--- config.mk ---
export PLATFORM = sky130hd
export DESIGN_NAME = uart_rx_fifo
export DESIGN_NICKNAME = d
export VERILOG_FILES = /design/src/rtl/uart_rx_fifo_pkg.sv /design/src/rtl/sync_fifo_mem.sv /design/src/rtl/uart_rx_fifo.sv
export SDC_FILE = /design/constraint.sdc
export NUM_CORES = 1
export LEC_CHECK = 0
export BUFFER_PORTS_ARGS = -buffer_cell sky130_fd_sc_hd__buf_2
export CAP_MARGIN = 25
export CORE_UTILIZATION = 60
export DETAILED_ROUTE_END_ITERATION = 8
export GPL_TIMING_DRIVEN = 0
export PLACE_DENSITY_LB_ADDON = 0.15
export SYNTH_ARGS = -nofsm -noshare
export SYNTH_HDL_FRONTEND = slang
export SYNTH_SLANG_ARGS = --single-unit
--- constraint.sdc ---
create_clock -name clk -period 3.35 [get_ports clk]
set_input_delay 0.1675 -clock clk [delete_from_list [all_inputs] [get_ports clk]]
set_output_delay 0.1675 -clock clk [all_outputs]
set_load 0.03 [all_outputs]
--- src/rtl/uart_rx_fifo_pkg.sv ---
// uart_rx_fifo_pkg: shared UART widths and RX FIFO defaults.
package uart_rx_fifo_pkg;
  localparam int UART_DATA_W    = 8;
  localparam int RX_FIFO_DEPTH  = 16;
  localparam int RX_FIFO_THRESH = 8;
endpackage

--- src/rtl/sync_fifo_mem.sv ---
// sync_fifo_mem: DEPTH x DATA_W register array, synchronous write and registered read.
module sync_fifo_mem #(
  parameter int DATA_W = 8,
  parameter int DEPTH  = 16,
  parameter int ADDR_W = 4
) (
  input  logic              clk,
  input  logic              rst,
  input  logic              we_i,
  input  logic [ADDR_W-1:0] waddr_i,
  input  logic [DATA_W-1:0] wdata_i,
  input  logic              re_i,
  input  logic [ADDR_W-1:0] raddr_i,
  output logic [DATA_W-1:0] rdata_o
);
  logic [DATA_W-1:0] mem_q [DEPTH];
  logic [DATA_W-1:0] rdata_q;
  always_ff @(posedge clk) if (we_i) mem_q[waddr_i] <= wdata_i;
  // only the read register is reset; the array keeps stale contents
  always_ff @(posedge clk)
    if (rst) rdata_q <= '0;
    else if (re_i) rdata_q <= mem_q[raddr_i];
  assign rdata_o = rdata_q;
endmodule

--- src/rtl/uart_rx_fifo.sv ---
// uart_rx_fifo: receiver-side byte FIFO with done-edge capture, status flags,
// threshold irq and sticky overflow.
module uart_rx_fifo
  import uart_rx_fifo_pkg::*;
#(
  parameter int DATA_W = UART_DATA_W,
  parameter int DEPTH  = RX_FIFO_DEPTH,
  parameter int ADDR_W = $clog2(DEPTH),
  parameter int THRESH = RX_FIFO_THRESH
) (
  input  logic              clk,
  input  logic              rst,
  input  logic              rx_done,
  input  logic [DATA_W-1:0] rx_byte,
  input  logic              rd_en,
  output logic [DATA_W-1:0] rd_data,
  output logic              rd_valid,
  output logic              empty,
  output logic              full,
  output logic [ADDR_W:0]   level,
  output logic              irq,
  output logic              overflow,
  input  logic              overflow_clr
);
  logic              done_q, rd_valid_q, empty_q, full_q, irq_q, ovf_q, ovf_d;
  logic [ADDR_W-1:0] wr_ptr_q, rd_ptr_q;
  logic [ADDR_W:0]   level_q, level_d;
  logic              push, pop, wr;
  assign push    = rx_done & ~done_q;
  assign pop     = rd_en & ~empty_q;
  assign wr      = push & (~full_q | pop);
  assign level_d = level_q + {{ADDR_W{1'b0}}, wr} - {{ADDR_W{1'b0}}, pop};
  // overflow set has priority over clear
  assign ovf_d   = (push & full_q & ~pop) | (ovf_q & ~overflow_clr);
  always_ff @(posedge clk)
    if (rst) begin
      done_q     <= 1'b0;
      wr_ptr_q   <= '0;
      rd_ptr_q   <= '0;
      level_q    <= '0;
      empty_q    <= 1'b1;
      full_q     <= 1'b0;
      irq_q      <= 1'b0;
      ovf_q      <= 1'b0;
      rd_valid_q <= 1'b0;
    end else begin
      done_q     <= rx_done;
      wr_ptr_q   <= wr ? wr_ptr_q + ADDR_W'(1) : wr_ptr_q;
      rd_ptr_q   <= pop ? rd_ptr_q + ADDR_W'(1) : rd_ptr_q;
      level_q    <= level_d;
      empty_q    <= level_d == '0;
      full_q     <= level_d == (ADDR_W+1)'(DEPTH);
      irq_q      <= level_d >= (ADDR_W+1)'(THRESH);
      ovf_q      <= ovf_d;
      rd_valid_q <= pop;
    end
  sync_fifo_mem #(.DATA_W(DATA_W), .DEPTH(DEPTH), .ADDR_W(ADDR_W)) u_mem (
    .clk     (clk),
    .rst     (rst),
    .we_i    (wr),
    .waddr_i (wr_ptr_q),
    .wdata_i (rx_byte),
    .re_i    (pop),
    .raddr_i (rd_ptr_q),
    .rdata_o (rd_data)
  );
  assign rd_valid = rd_valid_q;
  assign empty    = empty_q;
  assign full     = full_q;
  assign level    = level_q;
  assign irq      = irq_q;
  assign overflow = ovf_q;
endmodule

Word level (Yosys, flattened, before mapping)
Memories as Yosys holds them, arrays and structs flattened. A register that Yosys moved wholly into a read port is not among the register bits.
Cells that the tools add are included.
Cells by class
  $add $sub $neg: 4
  magnitude comparators: 1
  equal/unequal tests: 1
  muxes and demuxes: 2
  bitwise gates (word level): 13
  reduce and logical (&&, ||, !) cells: 1
Operators with widths (count)
  adder 4 x 1 -> 4 bit, second input constant: 2
  AND 1 bit: 6
  adder 5 x 1 -> 5 bit: 1
  == test 5 bit, second input constant: 1
  greater-or-equal comparator 5 x 4 -> 1 bit, second input constant: 1
  logical NOT 5 bit: 1
  inverter 1 bit: 5
  subtractor 5 x 1 -> 5 bit: 1
  2-to-1 mux 1 bit: 2
  bitwise OR 1 bit: 2
Storage, ports and cells
  flip-flop bits (word level): 19
  memory bits (writable): 128
  bits of input ports: 13
  output and inout bits: 18
  memories kept: 1
Memory list
  u_mem.mem_q: depth 16, width 8, read ports 1, clocked after memory_dff 1, wr ports 1, RTL line sync_fifo_mem.sv:16  | logic [DATA_W-1:0] mem_q [DEPTH];

Longest topological paths before layout
Gate-level depths: netlist of the first run.
  depth after elaboration: 7
  mapped depth: 12
  gate-level depth less buffers: 11

By module
Synthesis of the first run repeated with hierarchy kept, for this count alone.
Unflattened totals
  cells, all modules: 401
  area, all modules: 6194.7 µm²
Modules (own cells, without submodules)
  sync_fifo_mem: times used 1, cells each 316, area an instance 5343.9 µm²
  uart_rx_fifo: times used 1, cells each 85, area an instance 850.8 µm²

Worst setup path before layout of the first run
No wires, ideal clock.
  path kind: flip-flop to flip-flop
  from: register empty_q, in the netlist empty
  to: register empty_q, in the netlist empty
  library setup time: 0.116 ns
  arrival: 2.600 ns
  data required time: 3.234 ns
  path slack: 0.634 ns
  cell stages (with the launch flop): 13
  path buffers: 1
  cell sequence: dfxtp_1 -> nand2b_1 -> buf_2 -> a21oi_2 -> inv_1 -> ha_1 -> inv_1 -> ha_1 -> fa_1 -> a21o_1 -> a21oi_1 -> xnor2_1 -> a31o_2
On the way
  longest elaborated chain between the ends: 7
RTL lines
  from (decl): RTL line uart_rx_fifo.sv:25  | logic done_q, rd_valid_q, empty_q, full_q, irq_q, ovf_q, ovf_d;
  from (signal assigned): RTL line uart_rx_fifo.sv:41  | empty_q <= 1'b1;
  from (signal assigned): RTL line uart_rx_fifo.sv:51  | empty_q <= level_d == '0;
  inverter 1 bit *: RTL line uart_rx_fifo.sv:30  | assign pop = rd_en & ~empty_q;
  AND 1 bit *: RTL line uart_rx_fifo.sv:30
  bitwise OR 1 bit: RTL line uart_rx_fifo.sv:31  | assign wr = push & (~full_q | pop);
  AND 1 bit: RTL line uart_rx_fifo.sv:31
  adder 5 x 1 -> 5 bit: RTL line uart_rx_fifo.sv:32  | assign level_d = level_q + {{ADDR_W{1'b0}}, wr} - {{ADDR_W{1'b0}}, pop};
  subtractor 5 x 1 -> 5 bit *: RTL line uart_rx_fifo.sv:32
  logical NOT 5 bit *: RTL line uart_rx_fifo.sv:51
Mark *: on every way between the ends. The rest lies on a longest branch, timed or not.
A chain may end at the register's enable or synchronous reset.

Final worst setup path of the first run
  from: register empty_q, in the netlist empty
  to: register full_q, in the netlist full
On the way
  longest elaborated chain between the ends: 7
RTL lines
  inverter 1 bit *: RTL line uart_rx_fifo.sv:30
  AND 1 bit *: RTL line uart_rx_fifo.sv:30
  bitwise OR 1 bit: RTL line uart_rx_fifo.sv:31
  AND 1 bit: RTL line uart_rx_fifo.sv:31
  adder 5 x 1 -> 5 bit: RTL line uart_rx_fifo.sv:32
  subtractor 5 x 1 -> 5 bit *: RTL line uart_rx_fifo.sv:32
  == test 5 bit *: RTL line uart_rx_fifo.sv:52  | full_q <= level_d == (ADDR_W+1)'(DEPTH);
  to (signal assigned): RTL line uart_rx_fifo.sv:52
  to (decl): RTL line uart_rx_fifo.sv:25
Marked as above.

==> metrics.cfg, run 1 <==
[placed_design]
gp_congestion = 0.789
place_inst = 564
place_hpwl_mm = 8.04
io_buffers = 30

[sta]
fin_worst_skew_ns = 0.0119
final_max_slew_viol_count = 0
fmax_ghz = 0.349
rsz0062_at_grt = false
layout_worst_path_cycle_share_pct = 85.5
hold_violations = 0
fin_crit_ns = 2.87
fin_tns_setup_ns = 0
final-setup-viol-count = 0
max_slew_margin_pct = 32.9
worst_pin_slew_ns = 1.00

[routing]
drt_iter0_drc = 267
wl_per_cell_um = 20.8
viasPerCell = 5.85
routed_wl_mm = 12.4
drtAntennaViolNets = 0
vias = 3504
drc_errors = 0
dr.pass1.iters = 4

[grt]
grt_max_degree = 17
first_global_vias = 3544
antenna_found_initial = 0
grt_pass1_wl_mm = 18.9
track_usage_pct = 25.8
grt_overflow = 0

[clocking]
cts_buffers = 17
clk_pin_slew_ns = 0.06
clockBufferDepth = 2
cts_tree = done
cts_root_buf = clkbuf_8
cts_max_level = 4
post_cts_resize_count = 0
clkSinkCount = 155
insertion_delay_ns = 0.53

[setup_path]
cp-end-kind = flip-flop
path_buf_inv = 3
cp_slowest_cell = fa_1
crit_chain = nand2b_1 > buf_2 > a21oi_2 > inv_1 > ha_1 > inv_1 > ha_1 > fa_1 > a21o_1 > a21oi_1 > xnor2_1 > nor4b_1
worstPathArrival_ns = 3.28
cp-startpoint = empty$_SDFF_PP1_
start_kind = flip-flop
path_class = flip-flop to flip-flop
crit_family = adder cells
crit_path_max_fanout = 8
rr_startpoint = empty$_SDFF_PP1_
critPathMaxStageDelay_ns = 0.41
crit_required_ns = 3.77

[logic_synthesis]
synth_area_um2 = 6160
avgSynthCellArea_um2 = 15.5
ys_types = 36
yosysMostFrequentCell = edfxtp_1
synth.ff_latch_count = 155
yosys_warnings = 0
synth_top_flop_cell = edfxtp_1
async_flop_share_pct = 0
syn_nets = 421
synth_top_area_share_pct = 62.4
syn_inst = 397
synth-edff-count = 128
yosysTopAreaCell = edfxtp_1
yosysSeqAreaShare_pct = 71.1
netlist_top_cells_area = edfxtp_1, mux2i_1, dfxtp_1
synthTopCellsByCount = edfxtp_1, mux2i_1, a22oi_1, dfxtp_1, nor2_1

[hold_path]
worst_hold_startpoint = rx_byte[7]
holdCritPathClass = input port to flip-flop

[finish]
fin_cells = 599
fill_cells = 634
num_antenna_cells = 0
syn2layout_area_growth_pct = 15.1
seq_area_um2 = 4380
final_nets = 477
drive_gt1_share_pct = 18.5
multi_input_area_um2 = 1630
final_util_pct = 71.9

[pwr]
p_leak_nw = 2.38
peakVddDrop_v = 0.000557
powerDensity_nw_per_um2 = 687

[floorplan]
start_util_pct = 62.5
core_area_um2 = 9860
io_pins = 31
dieWidth_um = 103
die_h_um = 103
num_rows = 36
die_area_um2 = 10700

[status]
status = finished, final reports clean

[run]
maxCapViolations = 0

==> area by class of cell <==
| type | count | share of cell area [%] |
|---|---|---|
| Buffer | 19 | 1.45 |
| Clock buffer | 20 | 6.14 |
| Clock inverter | 12 | 1.75 |
| Inverter | 11 | 0.582 |
| Multi-Input combinational cell | 212 | 23.0 |
| Sequential cell | 155 | 61.8 |
| Tap cell | 133 | 2.35 |
| Timing Repair Buffer | 37 | 2.86 |
==> kinds of logic (layout without fill, tap and decap cells) <==
family / Yosys count / in the layout / share of synthesized area [%]
adder cells (fa/ha/maj): 11 / 11 / 2.36
multiplexers: 63 / 63 / 11.0
AND/OR/NAND/NOR: 87 / 87 / 6.74
XOR/XNOR: 11 / 11 / 1.56
flip-flops: 155 / 155 / 71.1
buffers and inverters: 30 / 99 / 2.33
AO/OA/AOI/OAI: 40 / 40 / 4.87
==> cell usage in the layout, fill, tap and decap left out, types with 3 or more instances in the layout <==
master / Yosys / layout
nand3_1: 22 / 22
clkinv_2: 0 / 5
nor2b_1: 7 / 7
dfxtp_1: 27 / 27
clkbuf_1: 4 / 6
nor3_1: 5 / 5
buf_4: 3 / 4
inv_1: 10 / 10
ha_1: 10 / 10
clkbuf_16: 0 / 16
a21oi_1: 4 / 4
a22oi_1: 28 / 28
clkinvlp_4: 0 / 4
dlygate4sd3_1: 0 / 3
edfxtp_1: 128 / 128
xor2_1: 6 / 6
mux2i_1: 59 / 59
nor2_1: 25 / 25
nand2_1: 18 / 18
buf_2: 10 / 43
xnor2_1: 5 / 5
nand2b_1: 5 / 5
==> per-layer routing <==
| metal | global-route usage [%] | wire length [µm] | vias up |
|---|---|---|---|
| met5 | 0 | 0 | - |
| met4 | 10.2 | 283 | 0 |
| met3 | 6.85 | 670 | 23 |
| met2 | 43.7 | 6320 | 140 |
| met1 | 31.9 | 5170 | 1726 |
| li1 | - | - | 1615 |
==> worst register-to-register path, delay by kind of cell, from the launching register on <==
kind	cells	cell delay, ns
adder cells (fa/ha/maj)	3	0.89
buffers and inverters	3	0.30
AND/OR/NAND/NOR	2	0.41
flip-flops	1	0.31
AO/OA/AOI/OAI	3	0.70
XOR/XNOR	1	0.15
==> what timing repair did <==
item,4_1_cts,5_1_grt
endpoints found under the hold margin,12,0
hold buffers,3,0
buffers inserted,0,0
==> where the power goes <==
part | switching [mW] | total (mW) | internal, mW | leakage, nW
Sequential | 0.0539 | 2.25 | 2.19 | 1.38
Combinational | 0.524 | 0.825 | 0.301 | 0.742
Clock | 0.727 | 1.80 | 1.07 | 0.266
==> per-stage QoR <==
step	hold WS (ns)	power (mW)	setup slack (ns)	instance area, µm²
CTS	0.000767	4.89	0.421	7090
floorplan	0.266	2.87	0.634	6160
finish	0.0246	4.87	0.484	7090
global route	0.0140	5.05	0.299	7090
global placement	0.408	3.07	0.529	6480
detailed placement	0.411	3.11	0.441	6500
==> state kept, by name, summed over array words and instances, names as in the netlist <==
register,cells
done_q,1
empty,1
full,1
irq,1
level,5
overflow,1
rd_ptr_q,4
rd_valid,1
u_mem.mem_q,128
u_mem.rdata_o,8
wr_ptr_q,4
==> final timing paths <==
| kind | end | slack (ns) | cells past startpoint |
|---|---|---|---|
| setup / recovery | full$_SDFF_PP0_ | 0.48 | 12 |
| hold / removal | u_mem.mem_q[12][7]$_DFFE_PP_ | 0.02 | 1 |
| setup reg to reg | full$_SDFF_PP0_ | 0.48 | 12 |
| hold reg to reg | u_mem.rdata_o[5]$_SDFFE_PP0P_ | 0.46 | 2 |
Power figures use the tool's default switching activity.
==> run 2, diff against run 1 <==
CORE_UTILIZATION = 54   (was 60)
REMOVE_ABC_BUFFERS = 1   (was not set)
clock period = 2.49 ns   (was 3.35 ns; I/O delays follow)
==> metrics.cfg, run 2 (synthesized netlist as in run 1, its figures left out) <==
[status]
status = finished, final reports clean  ; unchanged

[sta]
fin_tns_setup_ns = 0  ; unchanged
hold_violations = 0  ; unchanged
final-setup-viol-count = 0  ; unchanged
fin_worst_skew_ns = 0.0117  ; was 0.0119 ns
fmax_ghz = 0.419  ; was 0.349 GHz
layout_worst_path_cycle_share_pct = 95.9  ; was 85.5%
final_max_slew_viol_count = 0  ; unchanged
holdWs_ns = 0.0400  ; was 0.0246 ns
layout_setup_ws_ns = 0.102  ; was 0.484 ns
worst_pin_slew_ns = 0.961  ; was 1.00 ns
fin_crit_ns = 2.39  ; was 2.87 ns
max_slew_margin_pct = 35.7  ; was 32.9%

[grt]
track_usage_pct = 22.0  ; was 25.8%
antenna_found_initial = 0  ; unchanged
grt_pass1_wl_mm = 18.1  ; was 18.9 mm
grt_max_degree = 53  ; was 17
first_global_vias = 3314  ; was 3,544
grt_overflow = 0  ; unchanged
use_met1_pct = 29.6  ; was 31.9%
grtUsageMet3_pct = 5.68  ; was 6.85%
met2_usage_pct = 33.8  ; was 43.7%
busiest_layer = met2  ; unchanged

[floorplan]
io_pins = 31  ; unchanged
core_area_um2 = 11000  ; was 9860 µm²
num_rows = 38  ; was 36
die_area_um2 = 11800  ; was 10,700 µm²
start_util_pct = 56.1  ; was 62.5%
die_h_um = 109  ; was 103 µm
dieWidth_um = 109  ; was 103 µm

[finish]
drive_gt1_share_pct = 18.4  ; was 18.5%
fin_cells = 591  ; was 599
syn2layout_area_growth_pct = 16.1  ; was 15.1%
final_area_um2 = 7160  ; was 7090 µm²
regMostFlops = u_mem.mem_q  ; unchanged
final_common_cell = edfxtp_1  ; unchanged
final_nets = 463  ; was 477
largest_reg_flops = 128  ; unchanged
layout_common_cells = edfxtp_1, mux2i_1, buf_2, a22oi_1, dfxtp_1  ; unchanged
num_antenna_cells = 0  ; unchanged

[clocking]
clk_pin_slew_ns = 0.06  ; about the same
cts_max_level = 4  ; unchanged
cts_root_buf = clkbuf_16  ; was clkbuf_8
clkSinkCount = 155  ; unchanged
clockBufferDepth = 2  ; unchanged
insertion_delay_ns = 0.42  ; was 0.53 ns
cts_buffers = 17  ; unchanged
cts_tree = done  ; unchanged

[routing]
viasPerCell = 5.65  ; was 5.85
routed_wl_mm = 11.7  ; was 12.4 mm
drc_errors = 0  ; unchanged
drtAntennaViolNets = 0  ; unchanged
dr.pass1.iters = 4  ; unchanged
wl_per_cell_um = 19.8  ; was 20.8 µm
vias = 3337  ; was 3,504
drt_iter0_drc = 214  ; was 267

[setup_path]
rr_startpoint = empty$_SDFF_PP1_  ; unchanged
path_class = flip-flop to flip-flop  ; unchanged
crit_required_ns = 2.80  ; was 3.77 ns
reg2reg_depth = 11  ; was 12
crit_path_max_fanout = 8  ; unchanged
cp-startpoint = empty$_SDFF_PP1_  ; unchanged
cp-end-kind = flip-flop  ; unchanged
worstPathArrival_ns = 2.70  ; was 3.28 ns
start_kind = flip-flop  ; unchanged
regToRegSetupSlack_ns = 0.10  ; was 0.48 ns

[pwr]
peakVddDrop_v = 0.000967  ; was 0.000557 V
p_leak_nw = 2.37  ; was 2.38 nW
powerDensity_nw_per_um2 = 960  ; was 687 nW/µm²

[hold_path]
worst_hold_startpoint = rd_en  ; was rx_byte[7]
holdCritPathClass = input port to flip-flop  ; unchanged
holdPathStages = 3  ; was 1

[placed_design]
pre_cts_slack_ns = -0.333  ; was 0.441 ns
placed_area_um2 = 6470  ; was 6500 µm²
place_inst = 555  ; was 564
io_buffers = 30  ; unchanged
gp_congestion = 0.710  ; was 0.789
place_hpwl_mm = 7.35  ; was 8.04 mm

[run]
maxCapViolations = 0  ; unchanged

## run 2: cell count changes in the layout (fill, tap and decap cells not counted), sizes merged
cell	previous run	this run
clkbuf	24	20
dlygate4sd3	3	2
buf	49	40
inv	11	12
bufinv	2	4
clkinv	6	2
## run 2: worst paths after layout
check,to
worst max-delay path,empty$_SDFF_PP1_
worst min-delay path,rd_valid$_SDFF_PP0_
worst max register to register,empty$_SDFF_PP1_
worst min register to register,u_mem.rdata_o[3]$_SDFFE_PP0P_
## run 2: cell type report
class / count / area [µm²]
Clock buffer: 20 / 437
Inverter: 11 / 41.3
Tap cell: 140 / 175
Multi-Input combinational cell: 212 / 1670
Clock inverter: 11 / 173
Fill cell: 766 / 3830
Sequential cell: 155 / 4390
Timing Repair Buffer: 42 / 268
## run 2: per-stage QoR
stage               power (mW)  utilization [%]
finish                    6.87             65.2
global route              7.14             65.2
CTS                       6.83             64.8
detailed placement        4.18             58.9
global placement          4.12             58.1
floorplan                 3.84                -
## run 2: metal layers
metal / vias to the layer above / part of all wire (%)
met5: - / 0
met4: 0 / 1.3
met3: 11 / 4.3
met2: 78 / 50
met1: 1667 / 45
li1: 1581 / -
## run 2: what timing repair did
action                                 4_1_cts  5_1_grt
endpoints found under the hold margin        2        0
buffers inserted                             1        2
pin swaps                                    1        1
hold buffers                                 2        0
gates resized for setup                      3        4
setup endpoints to repair                    5        4
## run 2: power by group
group          switching [mW]  leakage, nW  internal, mW
Combinational           0.725        0.714         0.454
Clock                   0.977        0.283          1.67
Sequential             0.0925         1.38          2.95
## run 2: worst max-delay path, stage by stage, from the launching register on
cell	delay, ns
dfxtp_1	0.31
nand2b_4	0.19
a21oi_4	0.14
inv_1	0.05
ha_1	0.26
inv_1	0.04
ha_1	0.20
fa_2	0.35
a21o_1	0.18
a21oi_2	0.19
xnor2_2	0.13
a31o_2	0.24
